$ cat src/rtl/echo_ram_sched_pkg.sv
// Shared definitions for the echo delay-line RAM sequencer.
//   ECHO_AW / ECHO_DW : default RAM address width and sample width
//   state_t           : sequencer states, one cycle per non-IDLE state
package echo_ram_sched_pkg;

  localparam int ECHO_AW = 13;
  localparam int ECHO_DW = 8;

  typedef enum logic [2:0] {
    IDLE  = 3'd0,
    WRITE = 3'd1,
    RD1   = 3'd2,
    RD2   = 3'd3,
    CAP   = 3'd4
  } state_t;

endpackage

$ cat src/rtl/echo_ram_sched_if.sv
// Delay-line RAM port bundle: one write port (a) and one registered read port (b).
//   we_a  : write enable          adr_a : write address     dat_a : write data
//   adr_b : read address          dat_b : read data, valid the cycle after adr_b is registered
// master = sequencer side, slave = RAM side.
interface echo_ram_sched_if
  import echo_ram_sched_pkg::*;
#(
  parameter int AW = ECHO_AW,
  parameter int DW = ECHO_DW
);

  logic          we_a;
  logic [AW-1:0] adr_a;
  logic [DW-1:0] dat_a;
  logic [AW-1:0] adr_b;
  logic [DW-1:0] dat_b;

  modport master (
    output we_a,
    output adr_a,
    output dat_a,
    output adr_b,
    input  dat_b
  );

  modport slave (
    input  we_a,
    input  adr_a,
    input  dat_a,
    input  adr_b,
    output dat_b
  );

endinterface

$ cat src/rtl/echo_ram_sched_tap_addr.sv
// Combinational tap address generator, one instance per delay tap.
//   wr_ptr_w  : address of the sample being written for this sequence
//   par_delay : requested tap delay in samples (full 32 bits)
//   fill      : number of samples written before the current one (saturating)
//   d         : delay clamped to DEPTH-1
//   adr       : wr_ptr_w - d, wrapping modulo DEPTH
//   mask      : tap reaches further back than anything written yet; output must read as 0
module echo_tap_addr
  import echo_ram_sched_pkg::*;
#(
  parameter int AW = ECHO_AW
) (
  input  logic [AW-1:0] wr_ptr_w,
  input  logic [31:0]   par_delay,
  input  logic [AW-1:0] fill,
  output logic [AW-1:0] d,
  output logic [AW-1:0] adr,
  output logic          mask
);

  localparam logic [31:0] D_MAX = 32'((2 ** AW) - 1);

  always_comb begin
    // Clamp on the full 32 bits so huge requests saturate instead of aliasing.
    d    = (par_delay > D_MAX) ? {AW{1'b1}} : par_delay[AW-1:0];
    adr  = wr_ptr_w - d;
    mask = (d > fill);
  end

endmodule

$ cat src/rtl/echo_ram_sched.sv
// Echo delay-line RAM sequencer. For each accepted ADC sample it writes the
// sample into the circular delay line, then reads two delayed taps through the
// registered read port and presents current/tap1/tap2 together.
//
// Ports
//   clk, reset        : single clock, synchronous active-high reset
//   enable            : gates acceptance of new samples only
//   data_rdy/data_adc : ADC sample strobe (level) and sample
//   par_delay1/2      : tap delays in samples, latched on acceptance
//   ram               : delay-line RAM port bundle (master side)
//   realt/delay1/2    : current sample and tap samples, held between pulses
//   out_valid         : one-cycle pulse, outputs updated this cycle
//   busy              : high in every state except IDLE
//   overrun           : one-cycle pulse, a sample edge was dropped while busy
//   fsm_state         : current sequencer state (debug)
//   tap_d1/tap_d2     : clamped delays in use for the current sequence (debug)
//
// Handshake: a sample is offered by a rising edge of data_rdy (data_adc stable
// while data_rdy is high). It is taken only when enable is high and the
// sequencer is IDLE; an edge with enable high while busy is dropped and flagged
// on overrun. Results appear exactly 4 cycles after acceptance with a
// one-cycle out_valid pulse; there is no back-pressure on the result side.
module echo_ram_sched
  import echo_ram_sched_pkg::*;
#(
  parameter int AW = ECHO_AW,
  parameter int DW = ECHO_DW
) (
  input  logic              clk,
  input  logic              reset,
  input  logic              enable,
  input  logic              data_rdy,
  input  logic [DW-1:0]     data_adc,
  input  logic [31:0]       par_delay1,
  input  logic [31:0]       par_delay2,
  echo_ram_sched_if.master  ram,
  output logic [DW-1:0]     realt,
  output logic [DW-1:0]     delay1,
  output logic [DW-1:0]     delay2,
  output logic              out_valid,
  output logic              busy,
  output logic              overrun,
  output state_t            fsm_state,
  output logic [AW-1:0]     tap_d1,
  output logic [AW-1:0]     tap_d2
);

  state_t        state;
  state_t        state_next;

  logic          prev_rdy;
  logic          rise;
  logic          accept;

  logic [DW-1:0] sample;
  logic [31:0]   pd1;
  logic [31:0]   pd2;
  logic [AW-1:0] wr_ptr;
  logic [AW-1:0] fill;
  logic [AW-1:0] adr_b_q;
  logic          mask1;
  logic          mask2;
  logic [DW-1:0] tap1;

  logic [AW-1:0] t1_adr;
  logic [AW-1:0] t2_adr;
  logic          t1_mask;
  logic          t2_mask;

  assign rise   = data_rdy & ~prev_rdy;
  assign accept = rise & enable & (state == IDLE);

  // wr_ptr and fill only advance when leaving RD1, so during WRITE and RD1
  // they still describe the sample being written and the history before it.
  echo_tap_addr #(.AW(AW)) u_tap1 (
    .wr_ptr_w  (wr_ptr),
    .par_delay (pd1),
    .fill      (fill),
    .d         (tap_d1),
    .adr       (t1_adr),
    .mask      (t1_mask)
  );

  echo_tap_addr #(.AW(AW)) u_tap2 (
    .wr_ptr_w  (wr_ptr),
    .par_delay (pd2),
    .fill      (fill),
    .d         (tap_d2),
    .adr       (t2_adr),
    .mask      (t2_mask)
  );

  always_ff @(posedge clk) begin
    if (reset) begin
      state <= IDLE;
    end else begin
      state <= state_next;
    end
  end

  always_comb begin
    state_next = state;
    case (state)
      IDLE:    if (accept) state_next = WRITE;
      WRITE:   state_next = RD1;
      RD1:     state_next = RD2;
      RD2:     state_next = CAP;
      CAP:     state_next = IDLE;
      default: state_next = IDLE;
    endcase
  end

  always_comb begin
    ram.we_a  = (state == WRITE);
    ram.adr_a = wr_ptr;
    ram.dat_a = sample;
    ram.adr_b = adr_b_q;
    busy      = (state != IDLE);
    fsm_state = state;
  end

  always_ff @(posedge clk) begin
    if (reset) begin
      prev_rdy  <= 1'b0;
      sample    <= '0;
      pd1       <= '0;
      pd2       <= '0;
      wr_ptr    <= '0;
      fill      <= '0;
      adr_b_q   <= '0;
      mask1     <= 1'b0;
      mask2     <= 1'b0;
      tap1      <= '0;
      realt     <= '0;
      delay1    <= '0;
      delay2    <= '0;
      out_valid <= 1'b0;
      overrun   <= 1'b0;
    end else begin
      prev_rdy  <= data_rdy;
      out_valid <= 1'b0;
      overrun   <= rise & enable & (state != IDLE);
      case (state)
        IDLE: begin
          if (accept) begin
            sample <= data_adc;
            pd1    <= par_delay1;
            pd2    <= par_delay2;
          end
        end
        WRITE: begin
          // Tap-1 address goes out for RD1; both masks are frozen against the
          // pre-write fill so later fill updates cannot affect this sequence.
          adr_b_q <= t1_adr;
          mask1   <= t1_mask;
          mask2   <= t2_mask;
        end
        RD1: begin
          adr_b_q <= t2_adr;
          wr_ptr  <= wr_ptr + 1'b1;
          if (fill != {AW{1'b1}}) begin
            fill <= fill + 1'b1;
          end
        end
        RD2: begin
          tap1 <= mask1 ? '0 : ram.dat_b;
        end
        CAP: begin
          realt     <= sample;
          delay1    <= tap1;
          delay2    <= mask2 ? '0 : ram.dat_b;
          out_valid <= 1'b1;
        end
        default: begin
        end
      endcase
    end
  end

endmodule

$ cat src/flat_wrapper.sv
// flat-port wrapper written by rule: the top's interface ports become plain ports
module echo_ram_sched_flat import echo_ram_sched_pkg::*;
#(
  parameter int AW = ECHO_AW,
  parameter int DW = ECHO_DW
)
  (clk, reset, enable, data_rdy, data_adc, par_delay1, par_delay2, realt, delay1, delay2, out_valid, busy, overrun, fsm_state, tap_d1, tap_d2, ram_we_a, ram_adr_a, ram_dat_a, ram_adr_b, ram_dat_b);
  echo_ram_sched_if #(.AW(AW), .DW(DW)) ram_i ();
  input  logic clk;
  input  logic reset;
  input  logic enable;
  input  logic data_rdy;
  input  logic [DW-1:0] data_adc;
  input  logic [31:0] par_delay1;
  input  logic [31:0] par_delay2;
  output logic [DW-1:0] realt;
  output logic [DW-1:0] delay1;
  output logic [DW-1:0] delay2;
  output logic out_valid;
  output logic busy;
  output logic overrun;
  output state_t fsm_state;
  output logic [AW-1:0] tap_d1;
  output logic [AW-1:0] tap_d2;
  output wire logic [$bits(ram_i.we_a)-1:0] ram_we_a;
  output wire logic [$bits(ram_i.adr_a)-1:0] ram_adr_a;
  output wire logic [$bits(ram_i.dat_a)-1:0] ram_dat_a;
  output wire logic [$bits(ram_i.adr_b)-1:0] ram_adr_b;
  input wire logic [$bits(ram_i.dat_b)-1:0] ram_dat_b;
  assign ram_we_a = ram_i.we_a;
  assign ram_adr_a = ram_i.adr_a;
  assign ram_dat_a = ram_i.dat_a;
  assign ram_adr_b = ram_i.adr_b;
  assign ram_i.dat_b = ram_dat_b;
  echo_ram_sched #(.AW(AW), .DW(DW)) u_core (.clk(clk), .reset(reset), .enable(enable), .data_rdy(data_rdy), .data_adc(data_adc), .par_delay1(par_delay1), .par_delay2(par_delay2), .ram(ram_i), .realt(realt), .delay1(delay1), .delay2(delay2), .out_valid(out_valid), .busy(busy), .overrun(overrun), .fsm_state(fsm_state), .tap_d1(tap_d1), .tap_d2(tap_d2));
endmodule
$ cat config.mk
export PLATFORM = sky130hd
export DESIGN_NAME = echo_ram_sched_flat
export DESIGN_NICKNAME = d
export VERILOG_FILES = /design/src/rtl/echo_ram_sched_pkg.sv /design/src/rtl/echo_ram_sched_if.sv /design/src/rtl/echo_ram_sched_tap_addr.sv /design/src/rtl/echo_ram_sched.sv /design/src/flat_wrapper.sv
export SDC_FILE = /design/constraint.sdc
export NUM_CORES = 1
export LEC_CHECK = 0
export CAP_MARGIN = 20
export CORE_MARGIN = 1
export CORE_UTILIZATION = 35
export CTS_BUF_LIST = sky130_fd_sc_hd__clkbuf_16
export DETAILED_ROUTE_END_ITERATION = 7
export GPL_TIMING_DRIVEN = 0
export PLACE_DENSITY_LB_ADDON = 0.3
export SYNTH_ARGS = -nofsm -noshare
export SYNTH_HDL_FRONTEND = slang
export SYNTH_SLANG_ARGS = --single-unit
$ cat constraint.sdc
create_clock -name clk -period 7.5 [get_ports clk]
set_input_delay 1.125 -clock clk [delete_from_list [all_inputs] [get_ports clk]]
set_output_delay 1.125 -clock clk [all_outputs]
set_load 0.05 [all_outputs]
; ---- Yosys cells after proc, flatten, opt, wreduce, memory -nomap -nowiden
; Index checks and enable logic that the tools add are counted.
[word_totals]
input_bits = 84
output_inout_bits = 91
word_cells = 48
ff_bits = 151
[classes]
muxes = 8
eq_ne = 6
magnitude_cmp = 4
reduce_logical = 5
addsub = 4
bitwise_logic = 5
[op_table]
columns = operator, count
row1 = greater-than comparator 32 x 13 -> 1 bit (second input constant), 2
row2 = adder 13 x 1 -> 13 bit (second input constant), 2
row3 = greater-than comparator 13 bit, 2
row4 = 2-to-1 mux 13 bit, 2
row5 = one-hot mux 13 bit (2 select lines), 1
row6 = subtractor 13 bit, 2
row7 = 2-to-1 mux 8 bit, 2
row8 = inequality test 13 bit (second input constant), 1
row9 = one-hot mux 3 bit (4 select lines), 1
row10 = == test 3 x 2 -> 1 bit (second input constant), 2
row11 = AND 1 bit, 4
row12 = AND reduction 2 bit, 2
row13 = == test 3 x 1 -> 1 bit (second input constant), 1
row14 = == test 3 bit (second input constant), 1
row15 = zero test 3 bit, 1
row16 = 2-to-1 mux 3 bit, 1
row17 = nonzero test 3 bit, 1
row18 = inequality test 2 x 1 -> 1 bit (second input constant), 1
row19 = nonzero test 2 bit, 1
row20 = 2-to-1 mux 1 bit, 1
row21 = NOT 1 bit, 1

; ---- Longest topological paths before layout
[depth]
word_depth = 6
mapped_depth = 14

; ---- By module
; A second synthesis with hierarchy kept.
[hier_totals]
hier_cells = 1099
hier_area_um2 = 8587.0
[modules_own_cells]
columns = module, area_each_um2, n_inst, cells_each, seq_area_each_um2
row1 = echo_ram_sched, 5585.4, 1, 662, 3022.9
row2 = echo_tap_addr at u_core.u_tap1, 1503.9, 1, 217, 0.0
row3 = echo_tap_addr at u_core.u_tap2, 1497.7, 1, 220, 0.0

; ---- Least setup slack after synthesis
; No wires, ideal clock.
[synth_timing]
kind = reg2reg
start = register u_core.state[1], in the netlist u_core.fsm_state[1]
end = register u_core.adr_b_q[12], in the netlist u_core.ram.adr_b[12]
required_ps = 7379
stages_incl_launch_ff = 15
t_arrival_ps = 3224
path_buffers = 2
slack_ps = 4155
period_less_slack_ps = 3345
cell_sequence = dfxtp_1 > buf_2 > nor3b_4 > clkbuf_1 > nor2_1 > a21oi_1 > ha_1 > inv_1 > fa_1 > a21oi_1 > o211a_1 > nor2_1 > o41ai_1 > a2111o_1 > nand3_1
[synth_between]
elab_chain_len = 2
elab_cells_between_ends = 4
cone_classes = eq/ne: 2 / mux: 1 / reduce/logical: 1
[synth_rtl]
columns = element, line_no
row1 = start: declaration, echo_ram_sched.sv:48  ; state_t state;
row2 = start signal: assignment, echo_ram_sched.sv:97  ; state <= state_next;
row3 = == test 3 x 2 -> 1 bit or == test 3 x 1 -> 1 bit (tied branches), echo_ram_sched.sv:143  ; case (state)
row4 = one-hot mux 13 bit (2 select lines) or nonzero test 2 bit (tied branches), --
row5 = end signal: assignment, echo_ram_sched.sv:154  ; adr_b_q <= t1_adr;
row6 = end signal: assignment, echo_ram_sched.sv:159  ; adr_b_q <= t2_adr;
row7 = end: declaration, echo_ram_sched.sv:60  ; logic [AW-1:0] adr_b_q;
; Several ways; a longest one is shown, not always the timed one.
; A chain may end at the register's enable or synchronous reset.

; ---- Worst setup path after layout
[layout_timing]
start = register u_core.pd2[15]
end = output tap_d2[0]
[layout_between]
elab_chain_len = 2
[layout_rtl]
columns = element, line_no
row1 = start: declaration, echo_ram_sched.sv:57  ; logic [31:0] pd2;
row2 = start signal: assignment, echo_ram_sched.sv:148  ; pd2 <= par_delay2;
row3 = greater-than comparator 32 x 13 -> 1 bit, echo_ram_sched_tap_addr.sv:25  ; d = (par_delay > D_MAX) ? {AW{1'b1}} : par_delay[AW-1:0];
row4 = 2-to-1 mux 13 bit, echo_ram_sched_tap_addr.sv:25
row5 = end: declaration, flat_wrapper.sv:24  ; output logic [AW-1:0] tap_d2;
; Every way passes these cells.

==> impl_results.md <==
* Status: finished clean
* Synth top area share at 43.2%
* Routed vias/inst at 4.88
* GRT Total Usage at 20.2%
* Synthesized flop and latch total at 151
* EDFF count, synth at 0
* Die Ht at 143 um
* Largest family of logic cells by synthesized area: simple AND/OR/NAND/NOR gates
* Core area at 19500 um2
* Flop pwr share at 36.3%
* Initial Util at 35.9%
* Slew Viols, Final at 0
* Fmax at 249 MHz
* Share of layout cells above drive strength 1 at 4.57%
* Adder-Cell Fraction of Synth Area at 7.43%
* Synthesized area at 7000 um2
* Yosys top cell by area: dfxtp_1
* CTS H-Tree Depth at 4
* Maximum capacitance violations at 0
* Syn-to-layout area delta at 37.0%
* First-pass GRT wire length at 31.6 mm
* Part of the power in the clock network at 32.7%
* Post-route DRC at 0
* CTS tree: done
* Post-DRT Antenna Nets at 0
* Gpl congestion at 0.873
* Postcts setup bufs at 0
* Syn_nets at 992
* Pint at 0.00152 W
* Top cells by area, synth: dfxtp_1, nand2_1, a21oi_1
* Vias at 6531
* Gate power share at 31.0%
* Clock Sinks at 151
* CP Max Fanout at 3
* Post-CTS sizing at 0
* Clock root buffer: clkbuf_16
* WP data arrival at 2.88 ns
* Peak VDD IR at 0.154 mV
* Per-cell routed wire length at 15.1 um
* Synthesized area per cell at 8.08 um2
* # hold bufs at CTS at 0
* I/O Pins at 175
* CP endpoint kind: output port
* Unique masters post-synth at 48
* Die X at 143 um
* CP required at 6.38 ns
* Port buffer count at 173
* Switching part of the total at 35.6%
* Inserted Clock Buffers at 17
* Crit start category: register
* GR Overflow Total at 0
* Setup violation total in the final timing report at 0
* Synth top cells by count: nand2_1, dfxtp_1, a21oi_1
* Synth Area in Compound Gates at 14.8%
* Mapped Cells at 867
* Total negative setup slack at 0 ns
* Post-synth top flop: dfxtp_1
* Worst-Skew Late Latency at 0.42 ns
* Power density cells at 245 nW/um2
* Post-Route WL at 20.1 mm
* Die area at 20600 um2
* Pleak at 3.58 nW
* Hold Crit Start: u_core.pd2[3]$_SDFFE_PP0P_
* RSZ-0062 raised after global routing: false
* Net Sw Power at 0.000837 W
* Minimum clock period at 4.01 ns
* Sequential share of the synthesized area at 43.2%
* Final Hold Vio Count at 0
* Most numerous cell in the Yosys netlist: nand2_1
* Clk buf depth at 2
* Initial antenna violation count at 0
* Largest net degree at the start of global routing at 17
* XOR/XNOR Fraction of Synth Area at 3.00%
* Ys async rst share at 0%
* Start point of the critical path: u_core.pd2[15]$_SDFFE_PP0P_
* Final worst-path cycle share at 53.5%
* Slew margin rel. at 35.9%
* Crit Path Category: register to output port
* Layout Skew at 0.00669 ns
* NumNets Final at 1184
* Hpwl dp at 15.9 mm
* Vias in the first global route at 6162
* Worst Tran Pin Value at 0.954 ns
* Mux share of post-synthesis cell area at 1.86%
* Final worst hold slack at 0.449 ns
* Drt first pass iters at 4
* Yosys Warn Count at 0
* Class of the worst hold path: register to register
* Finished Core Util at 49.1%
* FF-to-FF Start: u_core.fsm_state[1]$_SDFFE_PP0P_
* Diodes inserted at 0
* Clk pin slew, worst setup/hold paths at 0.06 ns
* Std cell rows at 51
* First DRT Iteration DRCs at 321
* Post-Synth Simple-Gate Area at 25.8%
## kinds of logic after synthesis
logic type      after synthesis
fa+ha+maj                    41
mux                          13
simple gates                389
buf+inv                      69
flops                       151
xor+xnor                     24
compound gates              180
## placed cells by master (no fill, tap or decap), types with 12 or more instances in the layout
cell | Yosys | layout
nor2_1 | 36 | 36
nand2b_1 | 15 | 15
a21oi_1 | 126 | 126
or3_1 | 20 | 20
dfxtp_1 | 151 | 151
mux2i_1 | 13 | 13
ha_1 | 40 | 40
clkbuf_16 | 0 | 17
clkbuf_1 | 33 | 33
nand4_1 | 16 | 16
clkdlybuf4s50_1 | 0 | 173
xnor2_1 | 13 | 13
nand3_1 | 12 | 12
nand2_1 | 231 | 231
buf_2 | 12 | 12
o21ai_0 | 12 | 12
inv_1 | 22 | 24
## sequential cells by signal, summed over array words and instances (netlist names), 13 cells and up
name / flops
u_core.pd1: 32
u_core.pd2: 32
u_core.fill: 13
u_core.ram.adr_a: 13
u_core.ram.adr_b: 13
## power by group through the flow
stage	registers (W)	clock network [W]	logic, W
final	0.000854	0.000770	0.000729
after global routing	0.000857	0.000823	0.000787
after CTS	0.000854	0.000788	0.000730
after detailed placement	0.000872	0	0.000727
after global placement	0.000871	0	0.000722
after floorplan	0.000910	0	0.000427
## area by class of cell
type	instances	area [um2]
Timing Repair Buffer	173	1730
Inverter	22	82.6
Multi-Input combinational cell	647	3700
Clock buffer	17	425
Buffer	47	191
Clock inverter	15	105
Sequential cell	151	3020
Fill cell	1965	9930
Tap cell	265	332
## critical path: stages, from the launching register on
cell,delay (ns)
dfxtp_1,0.32
nor4_1,0.32
nand2_1,0.17
nor4_1,0.79
inv_1,0.12
clkdlybuf4s50_1,0.74
## worst paths after layout
path | end | slack, ns | cells after the start
setup / recovery | tap_d2[0] | 3.49 | 5
hold / removal | u_core.pd2[3]$_SDFFE_PP0P_ | 0.45 | 2
setup reg to reg | u_core.ram.adr_b[12]$_SDFFE_PP0N_ | 3.82 | 14
hold reg to reg | u_core.pd2[3]$_SDFFE_PP0P_ | 0.45 | 2
## routing by layer
layer,global-route usage [%],up-vias,wire (um)
met5,0,-,0
met1,26.5,2985,9310
met3,4.83,13,1350
met4,5.77,0,161
li1,-,3366,-
met2,32.7,167,9320
## per-stage QoR
stage                     total power, W  instance area, um2  setup slack [ns]  cells
after floorplan                  0.00134                7000              4.16    867
after global placement           0.00159                9060              3.86   1305
after detailed placement         0.00160                9060              3.82   1305
after CTS                        0.00237                9600              3.46   1337
after global routing             0.00247                9600              3.34   1337
final                            0.00235                9600              3.49   1337
No activity file was read; power rests on OpenSTA's default activity.
==> RTL edit, RTL diff (same flow settings) <==
Change the package constant `ECHO_AW` from 13 to 15.
--- a/src/rtl/echo_ram_sched_pkg.sv
+++ b/src/rtl/echo_ram_sched_pkg.sv
@@ -4,5 +4,5 @@
 package echo_ram_sched_pkg;
 
-  localparam int ECHO_AW = 13;
+  localparam int ECHO_AW = 15;
   localparam int ECHO_DW = 8;
 
Interface: changed (resized ram_adr_a, ram_adr_b, tap_d1 and tap_d2); port bits go from 175 to 183. The function was not compared with the original's and may differ.
==> RTL edit against the original RTL <==
  * Synthesized cell count increased by 5.4%
  * Worst setup slack improved by 40 ps
  * Sequential cell count increased by 6
  * Synthesized area increased by 7.8%
  * Largest cell class unchanged
  * Power increased by 7.8%
  * Highest routed layer unchanged
  * Count of clock-buffer cells in the layout unchanged
  * Final area increased by 7.2%
  * Wire length increased by 16%
  * Critical path type unchanged
==> RTL edit: results (changes against the original RTL) <==
[final_layout]
final_nets=1246  ; +5.2%
reg_top3=u_core.pd1 x32, u_core.pd2 x32
drive_above_1_share_pct=5.585  ; +1.0 points
fill_cells=2088  ; +6.3%

[synthesis]
synthTopCellsByCount=nand2_1, dfxtp_1, a21oi_1
synth_cell_types=58  ; +21%
yosys-top-cells-area=dfxtp_1, nand2_1, a21oi_1
ys_seq_area_share_pct=41.64  ; -1.5 points
syn_nets=1045  ; +5.3%

[timing]
clock-skew-final_ps=7.006  ; +0.3129 ps
slew_headroom_pct=29.67  ; -6.2 points

[clocking]
clockBufferDepth=2  ; unchanged
path_clk_slew_ps=70
h-tree-depth=4  ; unchanged
clk-insertion-delay-late_ps=430

[critical_path]
reg2regPathDepth=12  ; -2
critPathArrivalTime_ps=2840  ; -40 ps
worstPathMaxFanout=10  ; +7

[grt]
grt_pass1_vias=6749  ; +9.5%
grtUsageTotal_pct=21.26  ; +1.1 points
grt_pass1_wl_mm=35.92  ; +14%

[pwr]
vdd_ir_drop_max_mv=0.1686  ; +9.2%
p_leak_nw=3.938  ; +10%

[route]
wl_mm=23.31  ; +16%
first_pass_iters=4  ; unchanged
drt-initial-drc-count=415  ; +29%
num_vias=7113  ; +8.9%

[status]
status=complete, no violations

[placement]
dp_hpwl_mm=18.15  ; +14%
gp_congestion=0.8687  ; -0.49%
place.port_buffers=182  ; +5.2%

[RTL edit: changes by cell type after synthesis, sizes merged, moves of 6 or more]
| cell | unedited run | this run |
|---|---|---|
| ha | 40 | 46 |
| nand2b | 15 | 0 |
| nor2 | 37 | 46 |
| nand3 | 12 | 21 |
| or3 | 20 | 38 |
| dfxtp | 151 | 157 |
| a21o | 8 | 19 |
| nand2 | 231 | 216 |
[RTL edit: path summary, 6_finish.rpt]
path                                to                start  slack, ps
hold reg to reg    u_core.ram.adr_b[6]  u_core.ram.adr_b[6]        450
setup / recovery             tap_d2[0]       u_core.pd2[24]       3530
hold / removal     u_core.ram.adr_b[6]  u_core.ram.adr_b[6]        450
setup reg to reg  u_core.ram.adr_b[14]       u_core.pd2[24]       3890
[RTL edit: layer usage]
metal / track usage, % / wire (um) / vias to the layer above
met5: 0 / 0 / -
met4: 7.806 / 577 / 0
met3: 4.312 / 1318 / 34
met2: 34.46 / 10850 / 190
met1: 27.83 / 10570 / 3297
li1: - / - / 3592
[RTL edit: critical path: stages (launching register included)]
cell and delay [ps]:
dfxtp_1 310, nor4_1 300, nand3_1 260, clkbuf_1 250, nor3_1 460, inv_1 100, clkdlybuf4s50_1 720
[RTL edit: where the power goes]
| group | total [mW] | switching, mW | internal, mW | leakage [nW] |
|---|---|---|---|---|
| Clock | 0.861 | 0.392 | 0.470 | 0.284 |
| Sequential | 0.883 | 0.0192 | 0.864 | 1.27 |
| Combinational | 0.792 | 0.512 | 0.280 | 2.38 |
| Total | 2.54 | 0.923 | 1.61 | 3.94 |
[RTL edit: cell families after synthesis]
logic type,count (synthesis),share of synthesized area [%]
flip-flops,157,41.64
buffers and inverters,72,3.912
AO/OA/AOI/OAI,202,16.18
adder cells (fa/ha/maj),47,7.891
AND/OR/NAND/NOR,393,25.13
multiplexers,15,1.989
XOR/XNOR,28,3.249
[RTL edit: final cells by class]
type,instances,share of cell area (%)
plain buffers,47,1.957
clock buffers,17,4.134
clock inverters,15,1.483
inverters,25,0.9119
multi-input cells,685,39.93
flip-flops and latches,157,30.54
well taps,275,3.343
repair buffers,182,17.70
[RTL edit: per-stage QoR]
stage / std cells / util [%] / setup WS (ps) / instance area (um2) / power [mW]
floorplan: 914 / - / 4253 / 7547 / 1.402
global placement: 1371 / 46.06 / 3821 / 9713 / 1.683
detailed placement: 1371 / 46.06 / 3787 / 9713 / 1.689
CTS: 1403 / 48.80 / 3519 / 10290 / 2.546
global route: 1403 / 48.80 / 3282 / 10290 / 2.639
finish: 1403 / 48.80 / 3531 / 10290 / 2.536
